$ cat config.mk
export PLATFORM = sky130hd
export DESIGN_NAME = rv32i_csr_file_flat
export DESIGN_NICKNAME = d
export VERILOG_FILES = /design/src/rtl/rv32i_csr_file_pkg.sv /design/src/rtl/rv32i_csr_file_if.sv /design/src/rtl/rv32i_csr_counter64.sv /design/src/rtl/rv32i_csr_file.sv /design/src/flat_wrapper.sv
export SDC_FILE = /design/constraint.sdc
export NUM_CORES = 1
export LEC_CHECK = 0
export ABC_CLOCK_PERIOD_IN_PS = 7470
export BUFFER_PORTS_ARGS = -buffer_cell sky130_fd_sc_hd__buf_2
export CAP_MARGIN = 10
export CORE_AREA = 2 2 174 176
export CTS_BUF_LIST = sky130_fd_sc_hd__clkbuf_8
export DETAILED_ROUTE_END_ITERATION = 16
export DIE_AREA = 0 0 176 178
export PLACE_DENSITY = 0.86
export SLEW_MARGIN = 40
export SYNTH_ARGS = -nofsm -noshare
export SYNTH_HDL_FRONTEND = slang
export SYNTH_HIERARCHICAL = 1
export SYNTH_SLANG_ARGS = --single-unit
$ cat constraint.sdc
create_clock -name clk -period 7.47 [get_ports clk]
set_clock_uncertainty 0.1 [all_clocks]
set_input_delay 1.494 -clock clk [delete_from_list [all_inputs] [get_ports clk]]
set_output_delay 1.494 -clock clk [all_outputs]
set_load 0.02 [all_outputs]
$ cat src/rtl/rv32i_csr_file_pkg.sv
// rv32i_csr_file_pkg
// Shared constants for the machine-mode CSR file: bus widths, CSR addresses,
// mstatus bit positions, and address-decode helpers used by the top level.
package rv32i_csr_file_pkg;

    localparam int CSR_ADDR_BUS = 12;
    localparam int DATA_BUS     = 32;

    localparam logic [11:0] CSR_MSTATUS  = 12'h300;
    localparam logic [11:0] CSR_MISA     = 12'h301;
    localparam logic [11:0] CSR_MIE      = 12'h304;
    localparam logic [11:0] CSR_MTVEC    = 12'h305;
    localparam logic [11:0] CSR_MSCRATCH = 12'h340;
    localparam logic [11:0] CSR_MEPC     = 12'h341;
    localparam logic [11:0] CSR_MCAUSE   = 12'h342;
    localparam logic [11:0] CSR_MTVAL    = 12'h343;
    localparam logic [11:0] CSR_MIP      = 12'h344;
    localparam logic [11:0] CSR_MCYCLE   = 12'hB00;
    localparam logic [11:0] CSR_MINSTRET = 12'hB02;
    localparam logic [11:0] CSR_MCYCLEH  = 12'hB80;
    localparam logic [11:0] CSR_MINSTRETH= 12'hB82;
    localparam logic [11:0] CSR_CYCLE    = 12'hC00;
    localparam logic [11:0] CSR_INSTRET  = 12'hC02;
    localparam logic [11:0] CSR_CYCLEH   = 12'hC80;
    localparam logic [11:0] CSR_INSTRETH = 12'hC82;
    localparam logic [11:0] CSR_MHARTID  = 12'hF14;

    localparam int MSTATUS_MIE  = 3;
    localparam int MSTATUS_MPIE = 7;

    function automatic logic csr_implemented(input logic [11:0] addr);
        logic hit;
        hit = 1'b0;
        case (addr)
            CSR_MSTATUS, CSR_MISA, CSR_MIE, CSR_MTVEC, CSR_MSCRATCH,
            CSR_MEPC, CSR_MCAUSE, CSR_MTVAL, CSR_MIP,
            CSR_MCYCLE, CSR_MINSTRET, CSR_MCYCLEH, CSR_MINSTRETH,
            CSR_CYCLE, CSR_INSTRET, CSR_CYCLEH, CSR_INSTRETH,
            CSR_MHARTID: hit = 1'b1;
            default:     hit = 1'b0;
        endcase
        return hit;
    endfunction

    // Address bits 11:10 == 2'b11 mark the architectural read-only space;
    // misa is read-only here as well.
    function automatic logic csr_readonly(input logic [11:0] addr);
        return (addr[11:10] == 2'b11) || (addr == CSR_MISA);
    endfunction

endpackage

$ cat src/rtl/rv32i_csr_file_if.sv
// rv32i_csr_file_if
// CSR access bus between the EX system unit (master) and the CSR file (slave).
//   csr_raddr/csr_rdata/csr_illegal : combinational read port + legality flag
//   csr_we/csr_waddr/csr_wdata      : write port, data already RW/RS/RC-merged
interface rv32i_csr_file_if;
    import rv32i_csr_file_pkg::*;

    logic [CSR_ADDR_BUS-1:0] csr_raddr;
    logic [DATA_BUS-1:0]     csr_rdata;
    logic                    csr_illegal;
    logic                    csr_we;
    logic [CSR_ADDR_BUS-1:0] csr_waddr;
    logic [DATA_BUS-1:0]     csr_wdata;

    modport master (
        output csr_raddr, csr_we, csr_waddr, csr_wdata,
        input  csr_rdata, csr_illegal
    );

    modport slave (
        input  csr_raddr, csr_we, csr_waddr, csr_wdata,
        output csr_rdata, csr_illegal
    );
endinterface

$ cat src/rtl/rv32i_csr_counter64.sv
// rv32i_csr_counter64
// 64-bit free-running counter with increment enable and 32-bit half writes.
//   clk, rst  : clock, asynchronous active-low reset
//   inc       : count up by one this cycle
//   we_lo/hi  : load wdata into the low/high word; suppresses the increment
//   count     : current 64-bit value
module rv32i_csr_counter64 (
    input  logic        clk,
    input  logic        rst,
    input  logic        inc,
    input  logic        we_lo,
    input  logic        we_hi,
    input  logic [31:0] wdata,
    output logic [63:0] count
);

    // A write to either half freezes the other half for that cycle, so
    // software can load the counter in two steps without a stray carry.
    always_ff @(posedge clk or negedge rst) begin
        if (!rst)       count         <= 64'd0;
        else if (we_lo) count[31:0]   <= wdata;
        else if (we_hi) count[63:32]  <= wdata;
        else if (inc)   count         <= count + 64'd1;
    end

endmodule

$ cat src/rtl/rv32i_csr_file.sv
// rv32i_csr_file
// RV32I machine-mode CSR file with mcycle/minstret counters and trap/MRET
// handling.
//   clk, rst          : clock, asynchronous active-low reset
//   csr               : CSR read/write bus (slave side)
//   instret           : one instruction retired this cycle
//   trap_valid/cause/pc/val : trap entry this cycle and its details
//   mret_valid        : MRET retiring this cycle
//   mtvec_o, mepc_o   : trap vector and return PC, straight from registers
//   mie_global        : mstatus.MIE
module rv32i_csr_file
    import rv32i_csr_file_pkg::*;
#(
    parameter logic [31:0] MISA_VALUE = 32'h4000_0100,
    parameter logic [31:0] HART_ID    = 32'h0
) (
    input  logic                clk,
    input  logic                rst,
    rv32i_csr_file_if.slave     csr,
    input  logic                instret,
    input  logic                trap_valid,
    input  logic [DATA_BUS-1:0] trap_cause,
    input  logic [DATA_BUS-1:0] trap_pc,
    input  logic [DATA_BUS-1:0] trap_val,
    input  logic                mret_valid,
    output logic [DATA_BUS-1:0] mtvec_o,
    output logic [DATA_BUS-1:0] mepc_o,
    output logic                mie_global
);

    logic        mpie;
    logic [31:0] mie_en;
    logic [31:0] mscratch;
    logic [31:0] mcause;
    logic [31:0] mtval;
    logic [63:0] mcycle;
    logic [63:0] minstret;
    logic        wr_ok;
    logic [31:0] mstatus;

    assign wr_ok = csr.csr_we && csr_implemented(csr.csr_waddr)
                   && !csr_readonly(csr.csr_waddr);

    assign csr.csr_illegal = !csr_implemented(csr.csr_raddr)
                             || (csr.csr_we && !wr_ok);

    // MPP is hardwired to machine mode.
    always_comb begin
        mstatus               = 32'd0;
        mstatus[12:11]        = 2'b11;
        mstatus[MSTATUS_MPIE] = mpie;
        mstatus[MSTATUS_MIE]  = mie_global;
    end

    // Trap owns mstatus/mepc/mcause/mtval, MRET owns mstatus; a CSR write to
    // a register claimed by a higher-priority event that cycle is dropped.
    always_ff @(posedge clk or negedge rst) begin
        if (!rst) begin
            mie_global <= 1'b0;
            mpie       <= 1'b0;
            mie_en     <= 32'd0;
            mtvec_o    <= 32'd0;
            mscratch   <= 32'd0;
            mepc_o     <= 32'd0;
            mcause     <= 32'd0;
            mtval      <= 32'd0;
        end else begin
            if (trap_valid) begin
                mpie       <= mie_global;
                mie_global <= 1'b0;
                mepc_o     <= {trap_pc[31:2], 2'b00};
                mcause     <= trap_cause;
                mtval      <= trap_val;
            end else begin
                if (mret_valid) begin
                    mie_global <= mpie;
                    mpie       <= 1'b1;
                end else if (wr_ok && csr.csr_waddr == CSR_MSTATUS) begin
                    mie_global <= csr.csr_wdata[MSTATUS_MIE];
                    mpie       <= csr.csr_wdata[MSTATUS_MPIE];
                end
                if (wr_ok && csr.csr_waddr == CSR_MEPC)   mepc_o <= {csr.csr_wdata[31:2], 2'b00};
                if (wr_ok && csr.csr_waddr == CSR_MCAUSE) mcause <= csr.csr_wdata;
                if (wr_ok && csr.csr_waddr == CSR_MTVAL)  mtval  <= csr.csr_wdata;
            end
            if (wr_ok && csr.csr_waddr == CSR_MIE)      mie_en   <= csr.csr_wdata;
            if (wr_ok && csr.csr_waddr == CSR_MTVEC)    mtvec_o  <= {csr.csr_wdata[31:2], 2'b00};
            if (wr_ok && csr.csr_waddr == CSR_MSCRATCH) mscratch <= csr.csr_wdata;
        end
    end

    rv32i_csr_counter64 u_mcycle (
        .clk   (clk),
        .rst   (rst),
        .inc   (1'b1),
        .we_lo (wr_ok && csr.csr_waddr == CSR_MCYCLE),
        .we_hi (wr_ok && csr.csr_waddr == CSR_MCYCLEH),
        .wdata (csr.csr_wdata),
        .count (mcycle)
    );

    rv32i_csr_counter64 u_minstret (
        .clk   (clk),
        .rst   (rst),
        .inc   (instret),
        .we_lo (wr_ok && csr.csr_waddr == CSR_MINSTRET),
        .we_hi (wr_ok && csr.csr_waddr == CSR_MINSTRETH),
        .wdata (csr.csr_wdata),
        .count (minstret)
    );

    // Stored values only; a same-cycle write is not forwarded.
    always_comb begin
        csr.csr_rdata = 32'd0;
        case (csr.csr_raddr)
            CSR_MSTATUS:                csr.csr_rdata = mstatus;
            CSR_MISA:                   csr.csr_rdata = MISA_VALUE;
            CSR_MIE:                    csr.csr_rdata = mie_en;
            CSR_MTVEC:                  csr.csr_rdata = mtvec_o;
            CSR_MSCRATCH:               csr.csr_rdata = mscratch;
            CSR_MEPC:                   csr.csr_rdata = mepc_o;
            CSR_MCAUSE:                 csr.csr_rdata = mcause;
            CSR_MTVAL:                  csr.csr_rdata = mtval;
            CSR_MIP:                    csr.csr_rdata = 32'd0;
            CSR_MCYCLE,   CSR_CYCLE:    csr.csr_rdata = mcycle[31:0];
            CSR_MCYCLEH,  CSR_CYCLEH:   csr.csr_rdata = mcycle[63:32];
            CSR_MINSTRET, CSR_INSTRET:  csr.csr_rdata = minstret[31:0];
            CSR_MINSTRETH,CSR_INSTRETH: csr.csr_rdata = minstret[63:32];
            CSR_MHARTID:                csr.csr_rdata = HART_ID;
            default:                    csr.csr_rdata = 32'd0;
        endcase
    end

endmodule

$ cat src/flat_wrapper.sv
// flat-port wrapper written by rule: the top's interface ports become plain ports
module rv32i_csr_file_flat import rv32i_csr_file_pkg::*;
#(
    parameter logic [31:0] MISA_VALUE = 32'h4000_0100,
    parameter logic [31:0] HART_ID    = 32'h0
)
  (clk, rst, instret, trap_valid, trap_cause, trap_pc, trap_val, mret_valid, mtvec_o, mepc_o, mie_global, csr_csr_raddr, csr_csr_we, csr_csr_waddr, csr_csr_wdata, csr_csr_rdata, csr_csr_illegal);
  rv32i_csr_file_if csr_i ();
  input  logic clk;
  input  logic rst;
  input  logic instret;
  input  logic trap_valid;
  input  logic [DATA_BUS-1:0] trap_cause;
  input  logic [DATA_BUS-1:0] trap_pc;
  input  logic [DATA_BUS-1:0] trap_val;
  input  logic mret_valid;
  output logic [DATA_BUS-1:0] mtvec_o;
  output logic [DATA_BUS-1:0] mepc_o;
  output logic mie_global;
  input wire logic [$bits(csr_i.csr_raddr)-1:0] csr_csr_raddr;
  input wire logic [$bits(csr_i.csr_we)-1:0] csr_csr_we;
  input wire logic [$bits(csr_i.csr_waddr)-1:0] csr_csr_waddr;
  input wire logic [$bits(csr_i.csr_wdata)-1:0] csr_csr_wdata;
  output wire logic [$bits(csr_i.csr_rdata)-1:0] csr_csr_rdata;
  output wire logic [$bits(csr_i.csr_illegal)-1:0] csr_csr_illegal;
  assign csr_i.csr_raddr = csr_csr_raddr;
  assign csr_i.csr_we = csr_csr_we;
  assign csr_i.csr_waddr = csr_csr_waddr;
  assign csr_i.csr_wdata = csr_csr_wdata;
  assign csr_csr_rdata = csr_i.csr_rdata;
  assign csr_csr_illegal = csr_i.csr_illegal;
  rv32i_csr_file #(.MISA_VALUE(MISA_VALUE), .HART_ID(HART_ID)) u_core (.clk(clk), .rst(rst), .csr(csr_i), .instret(instret), .trap_valid(trap_valid), .trap_cause(trap_cause), .trap_pc(trap_pc), .trap_val(trap_val), .mret_valid(mret_valid), .mtvec_o(mtvec_o), .mepc_o(mepc_o), .mie_global(mie_global));
endmodule
# After elaboration in Yosys (flattened, before gate mapping)
# Cells that the tools add are included.
# totals
word_cells,109
out_inout_bits,98
register_bits,320
in_bits,158
# op_classes
bitwise,1
reduce_logical,33
mux,22
addsub,2
eq_ne,39
# ops
op,count
two-way mux 32 bit,12
one-hot mux 32 bit (12 select lines),1
equality test 12 x 10 -> 1 bit (second input constant),18
equality test 12 bit (second input constant),18
adder 64 x 1 -> 64 bit (second input constant),2
two-way mux 64 bit,1
OR reduction 18 bit,2
logical AND 1 bit,14
nonzero test 2 bit,5
two-way mux 1 bit,8
OR reduction 2 bit,4
inequality test 2 bit (second input constant),2
AND reduction 2 bit,2
logical NOT 1 bit,3
nonzero test 3 bit,1
equality test 2 bit (second input constant),1
logical OR 1 bit,2
inverter 1 bit,1

# Longest topological paths before layout
# logic_depth
ltp_word,9
ltp_mapped,12
depth_no_buf,10

# Modules after synthesis
# The synthesis kept the hierarchy.
# modules_own_cells
mod,area_each_um2,cells_each,n_inst,seq_area_each_um2
rv32i_csr_file,10303.6,978,1,4754.6
rv32i_csr_counter64 (u_core.u_minstret),4351.7,523,1,1601.5
rv32i_csr_counter64 (u_core.u_mcycle),4242.8,518,1,1601.5

# Least setup slack after synthesis
# OpenSTA, ideal clock, no wires.
# synth_timing
path_kind,in2out
from,input port csr_csr_raddr[4]
to,output port csr_csr_rdata[1]
path_buffers,2
path_stages,6
required_ns,5.876
arrival_ns,3.158
setup_slack_ns,2.718
cell_sequence,nor3_2 -> or4b_4 -> or2_1 -> clkbuf_1 -> buf_2 -> o2111ai_1
# synth_between
elab_chain_len,3
word_cells_on_any_way,21
cone_classes,16 x eq/ne; 1 x mux; 4 x reduce/logical
# synth_rtl
element,line,text
"start, declared",flat_wrapper.sv:20,input wire logic [$bits(csr_i.csr_raddr)-1:0] csr_csr_raddr;
equality test 12 bit,rv32i_csr_file.sv:115,case (csr.csr_raddr)
OR reduction 2 bit,rv32i_csr_file.sv:115,
one-hot mux 32 bit (12 select lines) *,rv32i_csr_file.sv:115,
"end, declared",flat_wrapper.sv:24,output wire logic [$bits(csr_i.csr_rdata)-1:0] csr_csr_rdata;
# Every way passes the cells marked *; elsewhere a longest branch is shown, timed or not.

# Worst setup path after layout
# layout_timing
from,input port csr_csr_raddr[4]
to,output port csr_csr_rdata[21]
# The elaborated chain is that of the path after synthesis.

==> flow_summary.yaml <==
outcome:
  status: "completed"
setup_path:
  cp.required_ns: 5.88
  r2r_setup_slack_ns: 4.12
  rr_worst_depth: 5
  path_class: "input port to output pin"
  r2r-start: "u_core/u_mcycle/count[39]"
  worst_setup_path_end_kind: "output pin"
  r2r-end: "u_core/u_mcycle/count[62]"
  crit_fanout: 16
  startpoint: "csr_csr_raddr[4]"
  crit_path_start_kind: "input port"
  cp.arrival_ns: 4.58
synth:
  yosysSeqAreaShare_pct: 42.1
  syn_area_mm2: 0.0189
  synth_flop_cell: "dfrtp_1"
  ys_ff_latch: 318
  synthXorXnorAreaFrac_pct: 2.87
  synth-simple-area-share_pct: 21.9
  ys_warn_count: 6
  synth_top_family_by_area: "simple AND/OR/NAND/NOR gates"
  synthAdderAreaFrac_pct: 0.132
  synth_compound_area_share_pct: 16.9
  synth-async-reset-ratio_pct: 100
  synth.area.mux_share_pct: 11.9
  yosysTopAreaCell: "dfrtp_1"
  synth_edf_count: 0
  syn_area_per_cell_um2: 9.36
  synthCells: 2019
  synth_top_area_share_pct: 42.1
  yosys-top-cells-area: "dfrtp_1, mux2i_1, mux2_2, nand2_1, o21ai_0"
  synth_cell_type_count: 86
global_route:
  antenna_found_initial: 5
  grt_pass1_wl_um: 111000
  grt-ovfl-total: 0
  grt_pass1_vias: 18400
  grt_usage_pct: 47.5
  grt_max_degree: 99
timing:
  min_period_over_period_pct: 82.6
  hold_violations: 0
  finalSetupViolCount: 0
  grt_setup_unrepaired: "no"
  fmax_mhz: 162
  setup_tns_ns: 0
  tightest_slew_ns: 0.927
  final-max-slew-violation-count: 0
  layout_min_cycle_time_ns: 6.17
  setup_ws_ns: 1.30
  relSlewSlack_pct: 37.7
layout:
  finish.utilization_pct: 73.8
  area_growth_syn_to_layout_pct: 14.8
  final_nets: 2387
  nFillCells: 2176
  drive_above_1_share_pct: 22.6
  layout_common_cells: "dfrtp_1, buf_2, nand2_1, o21ai_0, nand3_1"
  register_area_mm2: 0.00796
  multi_input_area_mm2: 0.0103
  mostFrequentLayoutCell: "dfrtp_1"
floorplan:
  initial_core_util_pct: 64.3
  die_h_um: 178
  rows: 63
  ioPinCount: 256
  core_mm2: 0.0294
  dieArea_mm2: 0.0313
  die_x_um: 176
worst_hold_path:
  hp-class: "register to register"
  worstHoldEndpoint: "u_core/mie_en[11]"
  min_from: "u_core/mie_en[11]"
  min_path_cells: 1
drt:
  vias_per_cell: 7.20
  drtIter0Drc: 2891
  final_antenna_net_count: 0
  vias: 19200
  drc_errors: 0
  drt_first_pass_iters: 8
  drt-total-wl_um: 75100
  detail_route.wl_per_cell_um: 28.2
clock_network:
  post-cts-setup-buffers: 0
  cts_resized: 0
  clkTransAtPathRegs_ns: 0.06
  cts_sinks: 318
  ctsLongestPathBuffers: 3
  cts_made_buffers: 55
  cts_hold_buf: 0
  cts_max_level: 2
  cts_tree: "yes"
  clock-root-buffer: "clkbuf_8"
  worst_skew_pair.late_latency_ns: 0.62
pwr:
  seq_power_share_pct: 46.6
  p_sw_mw: 1.17
  clkPwrFrac_pct: 42.6
  ir_drop_v: 0.000143
  internal-power_mw: 2.97
  p_comb_share_pct: 10.8
  power.leakage_nw: 9.63
  power_mw: 4.14
  swShare_pct: 28.3
  pwr_density_cell_mw_per_mm2: 191
placement:
  dp_slack_ns: 1.49
  port_buffers: 249
  hpwlAfterDp_um: 52800
  gp_congestion: 1.05
run:
  drv_cap: 0
-- power groups by stage --
stage                     Combinational (mW)  Sequential (mW)  Clock [mW]
final                                  0.447             1.93        1.77
after global placement                 0.409             1.94           0
after CTS                              0.433             1.92        1.76
after floorplan                        0.204             1.93           0
after global routing                   0.480             1.94        1.84
after detailed placement               0.431             1.95           0
-- worst max-delay path by stage --
stage                             end  slack (ns)  cells after the start
floorplan            csr_csr_rdata[1]        2.72                      6
global placement    csr_csr_rdata[21]        1.54                      8
detailed placement  csr_csr_rdata[21]        1.49                      9
CTS                 csr_csr_rdata[21]        1.48                      9
global route        csr_csr_rdata[21]        1.30                      9
finish              csr_csr_rdata[21]        1.30                      9
-- critical path, cell delays in order --
cell and delay, ns:
buf_2 0.13, nor3_2 0.27, or4b_4 0.60, nor2_1 0.38, and2_1 0.71, buf_4 0.39
a222oi_1 0.20, nand3_1 0.20, buf_2 0.18
-- area by class of cell --
cell class	instances	area share (%)
timing repair buffer	287	7.60
tap	390	2.25
sequential	318	36.7
inverter	21	0.363
clock buffer	69	4.38
clock inverter	29	1.21
antenna	3	0.0346
multi-input combinational	1544	47.5
-- layer usage --
layer	share of wire, %	global-route usage (%)
met3	13	13.9
met4	7.6	31.2
met1	35	58.1
met5	0.037	0
met2	45	73.6
-- cells by family (layout without fill, tap and decap cells) --
logic type	count (synthesis)	in the layout
muxes	211	211
DFF	318	318
and+or+nand+nor	761	761
xor gates and xnor gates	62	62
adders and majority gates	2	2
buffers and inverters	167	406
AOI/OAI and AO/OA	496	496
other	2	15
-- cells in the mapped netlist, drive strengths merged, types with 10 or more instances --
cell type,instances
and3,47
a311oi,12
dfrtp,318
nand2,231
clkbuf,102
a22oi,83
nor2,82
and4,22
o22ai,13
or3,27
o21ai,184
mux2,102
and2,16
a31oi,10
a21oi,82
a211oi,13
inv,21
o211ai,13
xor2,39
nor4,43
nand4,67
a222oi,32
buf,44
nor3,50
xnor2,23
or4,18
mux2i,109
nand3,120
-- stage by stage --
| step | hold WS [ns] | area (um^2) | std cells |
|---|---|---|---|
| 6_report | 0.392 | 21700 | 2661 |
| 5_1_grt | 0.411 | 21700 | 2661 |
| 4_1_cts | 0.391 | 21700 | 2657 |
| 3_5_place_dp | 0.378 | 20400 | 2559 |
| 3_3_place_gp | 0.370 | 20300 | 2554 |
| 2_1_floorplan | 0.357 | 18900 | 2029 |
-- flip-flops by register name, summed over array words and instances (netlist names) --
signal,count
u_core/mcause,32
u_core/mtvec_o,30
u_core/mscratch,32
u_core/u_mcycle/count,64
u_core/mepc_o,30
u_core/mie_global,1
u_core/mpie,1
u_core/mtval,32
u_core/mie_en,32
u_core/u_minstret/count,64
Power figures use the tool's default switching activity.
